--- src/rtl/reg_pipeline_pkg.sv ---
`default_nettype none
// ---------------------------------------------------------------------------
// reg_pipeline_pkg : shared constants, stage control encoding, count width
// Rev 1.0
// ---------------------------------------------------------------------------
package reg_pipeline_pkg;

  localparam int DEFAULT_WIDTH = 8;
  localparam int DEFAULT_DEPTH = 4;

  typedef enum logic [1:0] {
    STAGE_HOLD  = 2'd0,
    STAGE_LOAD  = 2'd1,
    STAGE_CLEAR = 2'd2
  } stage_op_e;

  // Bits needed to represent 0..depth inclusive.
  function automatic int count_width(input int depth);
    return (depth < 1) ? 1 : $clog2(depth + 1);
  endfunction

endpackage
`default_nettype wire

--- src/rtl/reg_stage.sv ---
`default_nettype none
// ---------------------------------------------------------------------------
// reg_stage : one pipeline slot (data + valid) with load/hold/clear control
// Rev 1.0
// ---------------------------------------------------------------------------
module reg_stage
  import reg_pipeline_pkg::*;
#(
  parameter int WIDTH = DEFAULT_WIDTH
) (
  input  logic             CLK,
  input  logic             Reset,
  input  stage_op_e        op_i,
  input  logic [WIDTH-1:0] data_i,
  output logic             valid_o,
  output logic [WIDTH-1:0] data_o
);

  logic             valid_q;
  logic             valid_d;
  logic [WIDTH-1:0] data_q;
  logic [WIDTH-1:0] data_d;

  // Clearing drops only the valid bit; data is left as a don't-care.
  always_comb begin
    valid_d = valid_q;
    data_d  = data_q;
    case (op_i)
      STAGE_LOAD: begin
        valid_d = 1'b1;
        data_d  = data_i;
      end
      STAGE_CLEAR: begin
        valid_d = 1'b0;
      end
      default: begin
      end
    endcase
  end

  always_ff @(posedge CLK) begin
    if (Reset) begin
      valid_q <= 1'b0;
      data_q  <= '0;
    end else begin
      valid_q <= valid_d;
      data_q  <= data_d;
    end
  end

  assign valid_o = valid_q;
  assign data_o  = data_q;

endmodule
`default_nettype wire

--- src/rtl/reg_pipeline.sv ---
`default_nettype none
// ---------------------------------------------------------------------------
// reg_pipeline : elastic register pipeline, bubble-collapsing, with flush
// Rev 1.0
// ---------------------------------------------------------------------------
module reg_pipeline
  import reg_pipeline_pkg::*;
#(
  parameter int WIDTH = DEFAULT_WIDTH,
  parameter int DEPTH = DEFAULT_DEPTH
) (
  input  logic                          CLK,
  input  logic                          Reset,
  input  logic                          flush,
  input  logic                          in_valid,
  input  logic [WIDTH-1:0]              in_data,
  output logic                          in_ready,
  output logic                          out_valid,
  output logic [WIDTH-1:0]              out_data,
  input  logic                          out_ready,
  output logic [count_width(DEPTH)-1:0] count
);

  localparam int CW = count_width(DEPTH);

  logic [DEPTH-1:0] valid;
  logic [WIDTH-1:0] stage_data [DEPTH];
  logic [DEPTH-1:0] advance;
  logic [DEPTH-1:0] load;
  logic [DEPTH-1:0] valid_nxt;
  stage_op_e        stage_op [DEPTH];
  logic             in_xfer;
  logic [CW-1:0]    count_q;
  logic [CW-1:0]    count_d;

  // Advance chain resolves from the output side back toward the input.
  always_comb begin
    advance            = '0;
    advance[DEPTH-1]   = valid[DEPTH-1] & out_ready;
    for (int i = DEPTH - 2; i >= 0; i--) begin
      advance[i] = valid[i] & (~valid[i+1] | advance[i+1]);
    end
  end

  assign in_ready = ~Reset & ~flush & (~valid[0] | advance[0]);
  assign in_xfer  = in_valid & in_ready;

  always_comb begin
    load    = '0;
    load[0] = in_xfer;
    for (int i = 1; i < DEPTH; i++) begin
      load[i] = advance[i-1];
    end
  end

  always_comb begin
    for (int i = 0; i < DEPTH; i++) begin
      stage_op[i]  = STAGE_HOLD;
      valid_nxt[i] = valid[i];
      if (flush) begin
        stage_op[i]  = STAGE_CLEAR;
        valid_nxt[i] = 1'b0;
      end else if (load[i]) begin
        stage_op[i]  = STAGE_LOAD;
        valid_nxt[i] = 1'b1;
      end else if (advance[i]) begin
        stage_op[i]  = STAGE_CLEAR;
        valid_nxt[i] = 1'b0;
      end
    end
  end

  // Count is the popcount of next-state valids, so it tracks the stages exactly.
  always_comb begin
    count_d = '0;
    for (int i = 0; i < DEPTH; i++) begin
      count_d = count_d + CW'(valid_nxt[i]);
    end
  end

  always_ff @(posedge CLK) begin
    if (Reset) begin
      count_q <= '0;
    end else begin
      count_q <= count_d;
    end
  end

  for (genvar g = 0; g < DEPTH; g++) begin : g_stage
    logic [WIDTH-1:0] stage_in;

    if (g == 0) begin : g_head
      assign stage_in = in_data;
    end else begin : g_body
      assign stage_in = stage_data[g-1];
    end

    reg_stage #(
      .WIDTH (WIDTH)
    ) u_stage (
      .CLK     (CLK),
      .Reset   (Reset),
      .op_i    (stage_op[g]),
      .data_i  (stage_in),
      .valid_o (valid[g]),
      .data_o  (stage_data[g])
    );
  end

  assign out_valid = valid[DEPTH-1];
  assign out_data  = stage_data[DEPTH-1];
  assign count     = count_q;

endmodule
`default_nettype wire
--- config.mk ---
export PLATFORM = sky130hd
export DESIGN_NAME = reg_pipeline
export DESIGN_NICKNAME = d
export VERILOG_FILES = /design/src/rtl/reg_pipeline_pkg.sv /design/src/rtl/reg_stage.sv /design/src/rtl/reg_pipeline.sv
export SDC_FILE = /design/constraint.sdc
export NUM_CORES = 1
export LEC_CHECK = 0
export CAP_MARGIN = 20
export CORE_MARGIN = 2
export CORE_UTILIZATION = 40
export CTS_BUF_LIST = sky130_fd_sc_hd__clkbuf_2 sky130_fd_sc_hd__clkbuf_4 sky130_fd_sc_hd__clkbuf_8
export DETAILED_ROUTE_END_ITERATION = 12
export GPL_TIMING_DRIVEN = 0
export PLACE_DENSITY = 0.68
export SLEW_MARGIN = 20
export SYNTH_ARGS = -nofsm -noshare
export SYNTH_HDL_FRONTEND = slang
export SYNTH_HIERARCHICAL = 1
export SYNTH_SLANG_ARGS = --single-unit
--- constraint.sdc ---
create_clock -name CLK -period 2.69 [get_ports CLK]
set_input_delay 0.4035 -clock CLK [delete_from_list [all_inputs] [get_ports CLK]]
set_output_delay 0.4035 -clock CLK [all_outputs]
set_load 0.1 [all_outputs]
---- Yosys cells after proc, flatten, opt, wreduce, memory -nomap -nowiden ----
Cells that the tools add are included.
word-level totals
  register bits after elaboration ......... 39
  bits in latches ......................... 0
  RAM bits ................................ 0
  memory bits (read-only) ................. 0
  bits of input ports ..................... 13
  output and inout bits ................... 13
  memories kept ........................... 0
cells by class
  add/sub/neg operators ................... 3
  multipliers ............................. 0
  div/mod/pow operators ................... 0
  magnitude comparators ................... 0
  eq/ne operators ......................... 8
  shift-type cells ........................ 0
  multiplexer cells ....................... 28
  bitwise gates (word level) .............. 17
  reduce and logical (&&, ||, !) cells .... 4
operators with widths
  kind                                                                   number
  2-bit 2-to-1 mux                                                       12
  1-bit 2-to-1 mux                                                       12
  2-bit by 1-bit equality test with 1-bit output, second input constant  4
  2-bit equality test, second input constant                             4
  1-bit case mux with 2 select lines                                     4
  2-bit nonzero test                                                     4
  1-bit AND                                                              7
  1-bit inverter                                                         6
  1-bit OR                                                               4
  2-bit by 1-bit adder with 3-bit output                                 1
  3-bit by 1-bit adder with 3-bit output                                 1
  1-bit by 1-bit adder with 2-bit output                                 1

---- Logic depth before layout (Yosys ltp) ----
  depth after elaboration ................. 15
  gate-level depth with buffers ........... 7
  mapped depth without buffers ............ 7

---- Hierarchy ----
The synthesis kept the hierarchy.
by module, submodules not included
  module        instances  cells each  area an instance (um^2)  seq. area each (um^2)
  reg_stage     4          34          354.1                    180.2
  reg_pipeline  1          34          295.3                    60.1

---- Least setup slack after synthesis ----
OpenSTA, ideal clock, no wires.
  path kind ............................... register to output
  from .................................... register g_stage[3].u_stage.valid_q
  to ...................................... output port in_ready
  arrival ................................. 2.396 ns
  data required time ...................... 2.287 ns
  setup slack ............................. -0.109 ns
  cell stages (with the launch flop) ...... 3
  buffers on the path ..................... 0
  cell sequence ........................... dfxtp_1 -> and4b_4 -> a211oi_2
on the way
  cells in the longest elaborated chain, start to end .. 9
  elaborated cells on any way between the ends .. 10
  classes of those cells .................. bitwise (10)
RTL lines
  element                                      RTL line                                RTL
  from (decl)                                  reg_stage.sv:19                         logic valid_q;
  from (signal assigned)                       reg_stage.sv:46                         valid_q <= valid_d;
  1-bit AND or 1-bit inverter (tied branches)  reg_pipeline.sv:39, reg_pipeline.sv:41
  1-bit OR *                                   reg_pipeline.sv:41                      advance[i] = valid[i] & (~valid[i+1] | advance[i+1]);
  1-bit AND *                                  reg_pipeline.sv:41
  1-bit OR *                                   reg_pipeline.sv:41
  1-bit AND *                                  reg_pipeline.sv:41
  1-bit OR *                                   reg_pipeline.sv:41
  1-bit AND *                                  reg_pipeline.sv:41
  1-bit OR *                                   reg_pipeline.sv:45                      assign in_ready = ~Reset & ~flush & (~valid[0] | advance[0]);
  1-bit AND *                                  reg_pipeline.sv:45
  to (decl)                                    reg_pipeline.sv:17                      output logic in_ready,
Every way passes the cells marked *; elsewhere a longest branch is shown, timed or not.

---- Final worst setup path ----
  from .................................... input port out_ready
  to ...................................... output port in_ready
on the way
  cells in the longest elaborated chain, start to end .. 9
RTL lines
  element      RTL line            RTL
  from (decl)  reg_pipeline.sv:20  input logic out_ready,
  1-bit AND    reg_pipeline.sv:39  advance[DEPTH-1] = valid[DEPTH-1] & out_ready;
  1-bit OR     reg_pipeline.sv:41
  1-bit AND    reg_pipeline.sv:41
  1-bit OR     reg_pipeline.sv:41
  1-bit AND    reg_pipeline.sv:41
  1-bit OR     reg_pipeline.sv:41
  1-bit AND    reg_pipeline.sv:41
  1-bit OR     reg_pipeline.sv:45
  1-bit AND    reg_pipeline.sv:45
Every way passes these cells.

==> out/metrics.csv <==
metric;value;unit
P_leak;0.837;nW
Setup Fix Bufs, Post-CTS;0;
CP Cell Sequence;clkdlybuf4s50_1 > and4b_4 > a211oi_4 > clkdlybuf4s15_1;
Worst Hold Class;flop to flop;
Filler cells;357;
ratio of total power to cell area;613;nW/um^2
Reg2Reg Setup Slack;0.51;ns
Post-synth EDFFs;0;
Synth top area share;0.456;
unrepaired setup endpoints after global routing;no;
grt ovf;0;
Reg2Reg Capture Point;count[1]$_SDFF_PP0_;
first-pass GRT wire length;5620;um
Total Wirelength;3150;um
Hold Crit Endpoint;g_stage[3].u_stage/valid_o$_SDFFE_PP0P_;
port buffer count;25;
crit path kind;input port to output port;
Die ar.;4820;um^2
Yosys top cell by area;dfxtp_1;
via count;1213;
routability cong.;0.693;
Reg-to-Reg Start;g_stage[2].u_stage/valid_o$_SDFFE_PP0P_;
Slew HR;0.352;
Skew-Pair Late Insertion Delay;0.28;ns
Clock H-tree levels;2;
initial antenna violation count;0;
WP data arrival;2.26;ns
CP max stage delay;0.85;ns
via-per-instance ratio;4.79;
Tcrit/Tclk final;0.990;
worst vdd ir;288;uV
critical path capture point type;output port;
CTS Root Cell;clkbuf_8;
Seq/Total Area, Yosys;0.456;
Top FF cell, synth;dfxtp_1;
Layout Cells excl Fill;253;
commonest non-fill, non-tap cell in the layout;dfxtp_1;
outcome;finished clean;
Startpoint Class;input port;
Resized Gates After CTS;1;
Reg2Reg Depth;7;
CTS tree;built;
synthesis-to-layout area growth;26.8;%
post-synthesis net count;194;
Remaining DRCs;0;
CP max-delay cell;clkdlybuf4s15_1;
WHS Path Cells;2;
DRT Pass-1 Iters;4;
Routed Antenna Nets;0;
GRT Total Usage;0.145;
Async SR Flop Fraction;0;
Clock transition at path regs;0.07;ns
io pins;26;
hold path start;g_stage[3].u_stage/valid_o$_SDFFE_PP0P_;
layout cell share with drive strength beyond 1;0.113;
DR iter-0 viols;24;
Max Clock Skew;0.00494;ns
post-synthesis cell type count;25;
die height;69.4;um
row count;23;
cts hold-fix bufs;0;
final-report setup violation count;0;
DPL Wire Length;2530;um
width of the die;69.4;um
Synth Register Bits;39;
Synth Instances;170;
number of global-route vias before repair;1213;
Synth Area per Inst;10.1;um^2
Max Freq;375;MHz
placed insts;245;
worst path required time;2.29;ns
Tmin final;2.66;ns
Worst-Margin Slew;0.968;ns
Placement Cell Area;2030;um^2
Nets;226;
Min Hold Slack;0.491;ns
Initial Utilization;0.422;
clk sink count;39;
Worst Path Max Fanout;6;
n_diodes;0;
CTS max path bufs;2;
Post-Layout Inst Area;2170;um^2
DR WL/cell;12.4;um
Final Hold Fails;0;
maximum number of pins on one net before global-route repair;13;
max-slew violations;0;
CTS Buf Count;5;
core area;4060;um^2
highest-count cells in the layout ignoring fill and taps;38 x dfxtp_1, 32 x mux2i_1, 32 x nor2_1, 24 x clkdlybuf4s50_1, 14 x inv_1;
largest cells by area after synthesis;dfxtp_1 46%, mux2i_1 19%, ha_1 7.3%;
Yosys warnings;6;
Max Cap Viol;0;
synthesized area;1710;um^2
[final cells by class]
class	count	area [um^2]	share of cell area
repair buffers	25	250	0.115
inverters	14	52.6	0.0242
flip-flops and latches	39	782	0.360
well taps	50	62.6	0.0288
multi-input cells	109	821	0.378
clock inverters	2	60.1	0.0277
clock buffers	6	76.3	0.0352
plain buffers	8	65.1	0.0300
[how the worst max path moves through the flow]
| stage | startpoint | to | slack (ns) | depth (start not counted) |
|---|---|---|---|---|
| 3_5_place_dp | out_ready | in_ready | -0.28 | 4 |
| 3_3_place_gp | out_ready | in_ready | -0.24 | 4 |
| 2_1_floorplan | g_stage[3].u_stage/valid_o$_SDFFE_PP0P_ | count[1]$_SDFF_PP0_ | 0.29 | 7 |
| 4_1_cts | out_ready | in_ready | 0.008 | 4 |
| 6_report | out_ready | in_ready | 0.03 | 4 |
| 5_1_grt | out_ready | in_ready | 0.001 | 4 |
[synth_stat cells, types with 2 or more instances]
| master | instances |
|---|---|
| and2b_1 | 3 |
| dfxtp_1 | 39 |
| buf_2 | 4 |
| nor2_1 | 32 |
| o31ai_1 | 2 |
| or2_0 | 4 |
| a21oi_1 | 4 |
| o21ai_0 | 3 |
| nand2_1 | 5 |
| buf_6 | 4 |
| inv_1 | 14 |
| ha_1 | 10 |
| mux2i_1 | 32 |
| nor3_1 | 3 |
[worst max-delay path: cells and delay by family]
| kind | cells | cell delay [ns] |
|---|---|---|
| buf+inv | 2 | 1.37 |
| compound gates | 1 | 0.23 |
| simple gates | 1 | 0.26 |
[registers in the layout, summed over array words and instances, names as in the netlist]
register,cells
count,3
g_stage.u_stage/data_o,32
g_stage.u_stage/valid_o,4
[metrics by stage]
stage	utilization	setup TNS, ns	total power [mW]	worst slack [ns]
after floorplan	-	0	0.722	0.287
after global placement	0.501	-0.288	0.764	-0.244
after detailed placement	0.501	-0.341	0.772	-0.279
after CTS	0.534	0	1.34	0.00751
after global routing	0.535	0	1.39	0.00138
final	0.535	0	1.33	0.0264
[kinds of logic after synthesis]
family	synth area share
AND/OR/NAND/NOR	0.145
flip-flops	0.456
multiplexers	0.187
buffers and inverters	0.0687
AO/OA/AOI/OAI	0.0585
adder cells (fa/ha/maj)	0.0848
[metal layers]
metal	vias up	routed length, um	GRT usage	part of all wire
li1	618	-	-	-
met1	577	1460	0.172	0.47
met2	16	1580	0.246	0.50
met3	2	73	0.0407	0.023
met4	0	34	0.0588	0.011
met5	-	0	0	0
[power breakdown]
group / switching (mW) / internal, mW
sequential: 0.0126 / 0.589
clock: 0.190 / 0.381
combinational: 0.0935 / 0.0629
No activity file was read; power rests on OpenSTA's default activity.
